File: config.mk
export PLATFORM = sky130hd
export DESIGN_NAME = instruction_fetch
export DESIGN_NICKNAME = d
export VERILOG_FILES = /design/src/rtl/riscv_pkg.sv /design/src/rtl/instruction_fetch.sv
export SDC_FILE = /design/constraint.sdc
export NUM_CORES = 1
export LEC_CHECK = 0
export BUFFER_PORTS_ARGS = -buffer_cell sky130_fd_sc_hd__buf_2
export CORE_MARGIN = 8
export CORE_UTILIZATION = 38
export DETAILED_ROUTE_END_ITERATION = 10
export PLACE_DENSITY_LB_ADDON = 0.05
export SLEW_MARGIN = 30
export SYNTH_ARGS = -nofsm -noshare
export SYNTH_HDL_FRONTEND = slang
export SYNTH_SLANG_ARGS = --single-unit
File: constraint.sdc
create_clock -name clk -period 2.77 [get_ports clk]
set_input_delay 0.277 -clock clk [delete_from_list [all_inputs] [get_ports clk]]
set_output_delay 0.277 -clock clk [all_outputs]
set_load 0.02 [all_outputs]
File: src/rtl/riscv_pkg.sv
// Shared definitions for the multi-cycle RISC-V core: opcode constants,
// instruction field bit positions, fetch FSM encoding and reset vector.
package riscv_pkg;

    localparam logic [31:0] RESET_PC_DEFAULT = 32'h0000_0000;

    // Base opcodes (inst[6:0])
    localparam logic [6:0] OPC_RTYPE  = 7'b0110011;
    localparam logic [6:0] OPC_ITYPE  = 7'b0010011;
    localparam logic [6:0] OPC_LOAD   = 7'b0000011;
    localparam logic [6:0] OPC_STORE  = 7'b0100011;
    localparam logic [6:0] OPC_BRANCH = 7'b1100011;
    localparam logic [6:0] OPC_JAL    = 7'b1101111;
    localparam logic [6:0] OPC_JALR   = 7'b1100111;
    localparam logic [6:0] OPC_LUI    = 7'b0110111;
    localparam logic [6:0] OPC_AUIPC  = 7'b0010111;
    localparam logic [6:0] OPC_SYSTEM = 7'b1110011;

    // Instruction field bit positions
    localparam int unsigned OPCODE_LSB = 0;
    localparam int unsigned OPCODE_MSB = 6;
    localparam int unsigned RD_LSB     = 7;
    localparam int unsigned RD_MSB     = 11;
    localparam int unsigned FUNCT3_LSB = 12;
    localparam int unsigned FUNCT3_MSB = 14;
    localparam int unsigned RS1_LSB    = 15;
    localparam int unsigned RS1_MSB    = 19;
    localparam int unsigned RS2_LSB    = 20;
    localparam int unsigned RS2_MSB    = 24;
    localparam int unsigned FUNCT7_LSB = 25;
    localparam int unsigned FUNCT7_MSB = 31;

    // Fetch FSM encoding
    typedef enum logic [1:0] {
        FETCH_IDLE = 2'b00,
        FETCH_WAIT = 2'b01,
        FETCH_FULL = 2'b10
    } fetch_state_t;

endpackage

File: src/rtl/instruction_fetch.sv
// Single-outstanding-request instruction fetch stage. Keeps the fetch PC,
// issues one memory read per instruction, holds the returned word for decode
// behind a valid/ready handshake, and flushes on branch/jump redirects.
module instruction_fetch
    import riscv_pkg::*;
#(
    parameter int unsigned     XLEN     = 32,
    parameter logic [XLEN-1:0] RESET_PC = XLEN'(RESET_PC_DEFAULT)
) (
    input  logic            clk,
    input  logic            rst_n,
    input  logic            en,
    input  logic            redirect,
    input  logic [XLEN-1:0] redirect_pc,
    output logic            imem_req,
    output logic [XLEN-1:0] imem_addr,
    input  logic            imem_rvalid,
    input  logic [XLEN-1:0] imem_rdata,
    output logic            inst_valid,
    input  logic            inst_ready,
    output logic [XLEN-1:0] inst,
    output logic [XLEN-1:0] pc,
    output logic [6:0]      opcode,
    output logic [4:0]      rd,
    output logic [2:0]      funct3,
    output logic [4:0]      rs1,
    output logic [4:0]      rs2,
    output logic [6:0]      funct7
);

    fetch_state_t    r_state;
    fetch_state_t    w_state_nxt;
    logic [XLEN-1:0] r_fpc;
    logic [XLEN-1:0] w_fpc_nxt;
    logic [XLEN-1:0] r_addr;
    logic [XLEN-1:0] w_addr_nxt;
    logic            r_req;
    logic            w_req_nxt;
    logic            r_discard;
    logic            w_discard_nxt;
    logic            w_capture;
    logic [XLEN-1:0] r_inst;
    logic [XLEN-1:0] r_pc;
    logic [XLEN-1:0] w_redirect_pc;

    assign w_redirect_pc = redirect_pc & ~XLEN'(3);

    // Fetch FSM state register
    always_ff @(posedge clk or negedge rst_n) begin
        if (!rst_n) begin
            r_state <= FETCH_IDLE;
        end else begin
            r_state <= w_state_nxt;
        end
    end

    // Fetch PC, request strobe/address, discard flag and held instruction
    always_ff @(posedge clk or negedge rst_n) begin
        if (!rst_n) begin
            r_fpc     <= RESET_PC;
            r_addr    <= RESET_PC;
            r_req     <= 1'b0;
            r_discard <= 1'b0;
            r_inst    <= '0;
            r_pc      <= '0;
        end else begin
            r_fpc     <= w_fpc_nxt;
            r_addr    <= w_addr_nxt;
            r_req     <= w_req_nxt;
            r_discard <= w_discard_nxt;
            if (w_capture) begin
                r_inst <= imem_rdata;
                r_pc   <= r_fpc;
            end
        end
    end

    // Next-state and control decode; redirect outranks rvalid and the handshake
    always_comb begin
        w_state_nxt   = r_state;
        w_fpc_nxt     = r_fpc;
        w_addr_nxt    = r_addr;
        w_req_nxt     = 1'b0;
        w_discard_nxt = r_discard;
        w_capture     = 1'b0;
        case (r_state)
            FETCH_IDLE: begin
                // A redirect here only updates the PC; en is looked at next cycle
                if (redirect) begin
                    w_fpc_nxt = w_redirect_pc;
                end else if (en) begin
                    w_state_nxt = FETCH_WAIT;
                    w_req_nxt   = 1'b1;
                    w_addr_nxt  = r_fpc;
                end
            end
            FETCH_WAIT: begin
                if (imem_rvalid) begin
                    if (redirect || r_discard) begin
                        // Stale or flushed response: drop it and refetch at the current target
                        w_discard_nxt = 1'b0;
                        w_fpc_nxt     = redirect ? w_redirect_pc : r_fpc;
                        if (en) begin
                            w_req_nxt  = 1'b1;
                            w_addr_nxt = w_fpc_nxt;
                        end else begin
                            w_state_nxt = FETCH_IDLE;
                        end
                    end else begin
                        w_capture   = 1'b1;
                        w_fpc_nxt   = r_fpc + XLEN'(4);
                        w_state_nxt = FETCH_FULL;
                    end
                end else if (redirect) begin
                    w_discard_nxt = 1'b1;
                    w_fpc_nxt     = w_redirect_pc;
                end
            end
            FETCH_FULL: begin
                if (redirect) begin
                    w_fpc_nxt = w_redirect_pc;
                    if (en) begin
                        w_state_nxt = FETCH_WAIT;
                        w_req_nxt   = 1'b1;
                        w_addr_nxt  = w_redirect_pc;
                    end else begin
                        w_state_nxt = FETCH_IDLE;
                    end
                end else if (inst_ready) begin
                    if (en) begin
                        w_state_nxt = FETCH_WAIT;
                        w_req_nxt   = 1'b1;
                        w_addr_nxt  = r_fpc;
                    end else begin
                        w_state_nxt = FETCH_IDLE;
                    end
                end
            end
            default: begin
                w_state_nxt = FETCH_IDLE;
            end
        endcase
    end

    assign imem_req   = r_req;
    assign imem_addr  = r_addr;
    assign inst_valid = (r_state == FETCH_FULL);
    assign inst       = r_inst;
    assign pc         = r_pc;
    assign opcode     = r_inst[OPCODE_MSB:OPCODE_LSB];
    assign rd         = r_inst[RD_MSB:RD_LSB];
    assign funct3     = r_inst[FUNCT3_MSB:FUNCT3_LSB];
    assign rs1        = r_inst[RS1_MSB:RS1_LSB];
    assign rs2        = r_inst[RS2_MSB:RS2_LSB];
    assign funct7     = r_inst[FUNCT7_MSB:FUNCT7_LSB];

endmodule

==> qor.yml <==
floorplan:
  start_util_pct: 38.73
  dieHeight_um: 151.5
  row_count: 49
  dieArea_um2: 22970
  die_x_um: 151.5
  io_pins: 200
  core_um2: 18020
route:
  drt_first_pass_iters: 5
  routedWlPerCell_um: 21.09
  drt-total-wl_um: 21600
  remaining_drc_errors: 0
  avgViaCountPerCell: 5.633
  ant_nets: 0
  via_count: 5768
  drtIter0Drc: 415
power_and_ir_drop:
  total_leakage_power_nw: 3.912
  total_power_w: 0.01089
  ir_drop_uv: 671.3
  powerDensity_nw_per_um2: 1253
global_route:
  grt_pass1_wl_um: 33290
  grt_max_degree: 67
  grt_overflow: 0
  antenna_found_initial: 1
  grt_pass1_vias: 5944
  track_usage_pct: 18.73
synthesis:
  synth_warnings: 0
  synth_seq_area_share_pct: 47.31
  synth.avg_cell_area_um2: 11.22
  synthesis.area_um2: 6982
  syn-num-nets: 698
  synth_edf_count: 0
  synthArstFlopShare_pct: 100.0
  synthDistinctLibCells: 61
  ys_ff_latch: 132
  synthCells: 622
  synth_top_flop_cell: "dfrtp_1"
final_layout:
  nNetsFinal: 856
  fin_cells: 1024
  layout_commonest_cell: "buf_2"
  seqCellArea_um2: 3303
  final_cell_mix: "196 x buf_2, 132 x dfrtp_1, 64 x mux2_2"
  areaGrowthSynthToFinish_pct: 24.52
  drive_gt1_share_pct: 46.53
  finish.instance_area_um2: 8693
  n_fill_cell: 1741
  multiInputGateArea_um2: 3131
placement:
  io_buffers: 197
  place_area_um2: 8026
  place.gp.congestion: 0.8623
  place_hpwl_um: 15240
  dp.cells: 987
job:
  drv_cap: 0
setup_path:
  crit_path_max_fanout: 7
  r2r_setup_slack_ns: 0.25
  end_kind: "register"
  path_class: "register to register"
  worstPathRequired_ns: 3.08
  crit_family: "simple AND/OR/NAND/NOR gates"
  path_cells: "inv_1, ha_1, or4b_1, buf_4, nor4_1, mux2i_1, nand2_1"
  arrival_ns: 2.83
  cpPeakStageDelay_ns: 0.67
  critical_path.slowest_cell: "or4b_1"
  start_kind: "register"
  crit_buf_inv: 2
sta:
  slew_viol_final: 0
  fmax_ghz: 0.3969
  hold_viol: 0
  slew_headroom_pct: 33.44
  post-route-min-period_ns: 2.520
  rsz0062_at_grt: "no"
  setup_violations: 0
  min_period_over_period_pct: 90.96
  fin_tns_setup_ns: 0
  skew_ns: 0.008467
  whs_ns: 0.08045
  worst_pin_slew_ns: 0.9938
cts:
  cts_buffer_depth: 2
  htree_levels: 4
  clk_latency_ns: 0.42
  ctsRootBufferMaster: "clkbuf_16"
  clock-sinks: 132
  clk_pin_slew_ns: 0.06
  cts_made_buffers: 17
  tritoncts: "built"
hold_path:
  min_path_type: "primary input to register"
status:
  status: "complete, no violations"
-- cell families after synthesis --
family	Yosys count	synth area share (%)
AND/OR/NAND/NOR	132	10.39
multiplexers	69	11.04
flip-flops	132	47.31
adder cells (fa/ha/maj)	6	1.075
AO/OA/AOI/OAI	179	22.13
buffers and inverters	104	8.047
-- power breakdown --
part           leakage, nW  switching (W)  total, W  internal [W]
sequential            1.61       0.000728   0.00346       0.00273
clock                0.304       0.000867   0.00243       0.00156
combinational         2.00        0.00305   0.00500       0.00195
-- through the flow --
stage,worst slack [ns],util (%)
global placement,0.07600,44.53
detailed placement,-0.06468,44.53
CTS,0.2603,48.20
finish,0.2503,48.23
floorplan,0.4051,-
global route,0.06300,48.20
-- final timing paths --
kind,from,end,cells after the start
min reg2reg,imem_addr[9],imem_addr[9],1
min,imem_rdata[13],inst[13],2
max,r_state[0],r_fpc[28],7
max in group asynchronous,rst_n,inst[11],3
max reg2reg,r_state[0],r_fpc[28],7
min in group asynchronous,rst_n,imem_addr[13],2
-- synthesized netlist by cell type, types with 3 or more instances --
| master | instances | area (um2) |
|---|---|---|
| mux2i_1 | 5 | 50.05 |
| o22a_1 | 3 | 26.28 |
| nor2_1 | 19 | 71.32 |
| a22oi_1 | 31 | 232.7 |
| a311oi_1 | 8 | 70.07 |
| o22ai_1 | 13 | 81.33 |
| nand4_1 | 6 | 37.54 |
| a211oi_1 | 5 | 37.54 |
| o21ai_0 | 10 | 50.05 |
| and4_1 | 4 | 35.03 |
| or3_1 | 3 | 18.77 |
| nor2b_1 | 3 | 18.77 |
| and2_1 | 6 | 37.54 |
| nand3_1 | 13 | 65.06 |
| a22o_1 | 22 | 192.7 |
| clkbuf_1 | 35 | 131.4 |
| dfrtp_1 | 132 | 3303 |
| buf_2 | 13 | 65.06 |
| a32o_1 | 9 | 90.09 |
| o2bb2ai_2 | 30 | 450.4 |
| buf_1 | 8 | 30.03 |
| nor4_1 | 7 | 43.79 |
| mux2_2 | 64 | 720.7 |
| nor3_1 | 23 | 115.1 |
| a21oi_1 | 24 | 120.1 |
| ha_1 | 6 | 75.07 |
| buf_4 | 33 | 247.7 |
| inv_1 | 10 | 37.54 |
| and3_1 | 5 | 31.28 |
| buf_6 | 4 | 45.04 |
| nand2_1 | 26 | 97.59 |
| o211ai_1 | 3 | 22.52 |
-- cell type report --
class / instances / area share [%]
diodes: 2 / 0.05757
clock buffers: 21 / 5.296
clock inverters: 11 / 2.015
inverters: 10 / 0.4318
multi-input cells: 387 / 36.01
flip-flops and latches: 132 / 38.00
well taps: 229 / 3.296
repair buffers: 232 / 14.90
-- state kept, by name (all words and copies together), names as in the netlist --
signal     flops
imem_req       1
pc            32
inst          32
r_state        2
r_discard      1
r_fpc         32
imem_addr     32
-- metal layers --
| metal | part of all wire [%] | vias up | wire, um | GRT usage (%) |
|---|---|---|---|---|
| li1 | - | 2638 | - | - |
| met1 | 42 | 2894 | 9148 | 23.90 |
| met2 | 49 | 214 | 10550 | 29.96 |
| met3 | 7.7 | 20 | 1659 | 5.970 |
| met4 | 1.1 | 2 | 229 | 5.341 |
| met5 | 0.046 | - | 10 | 0 |
-- timing repair --
item	4_1_cts	5_1_grt
setup buffers	1	0
hold buffers	1	0
resized for setup	0	0
hold endpoints to repair	64	0
setup endpoints to repair	2	0
Note: power is estimated with default switching activity, not from simulation.
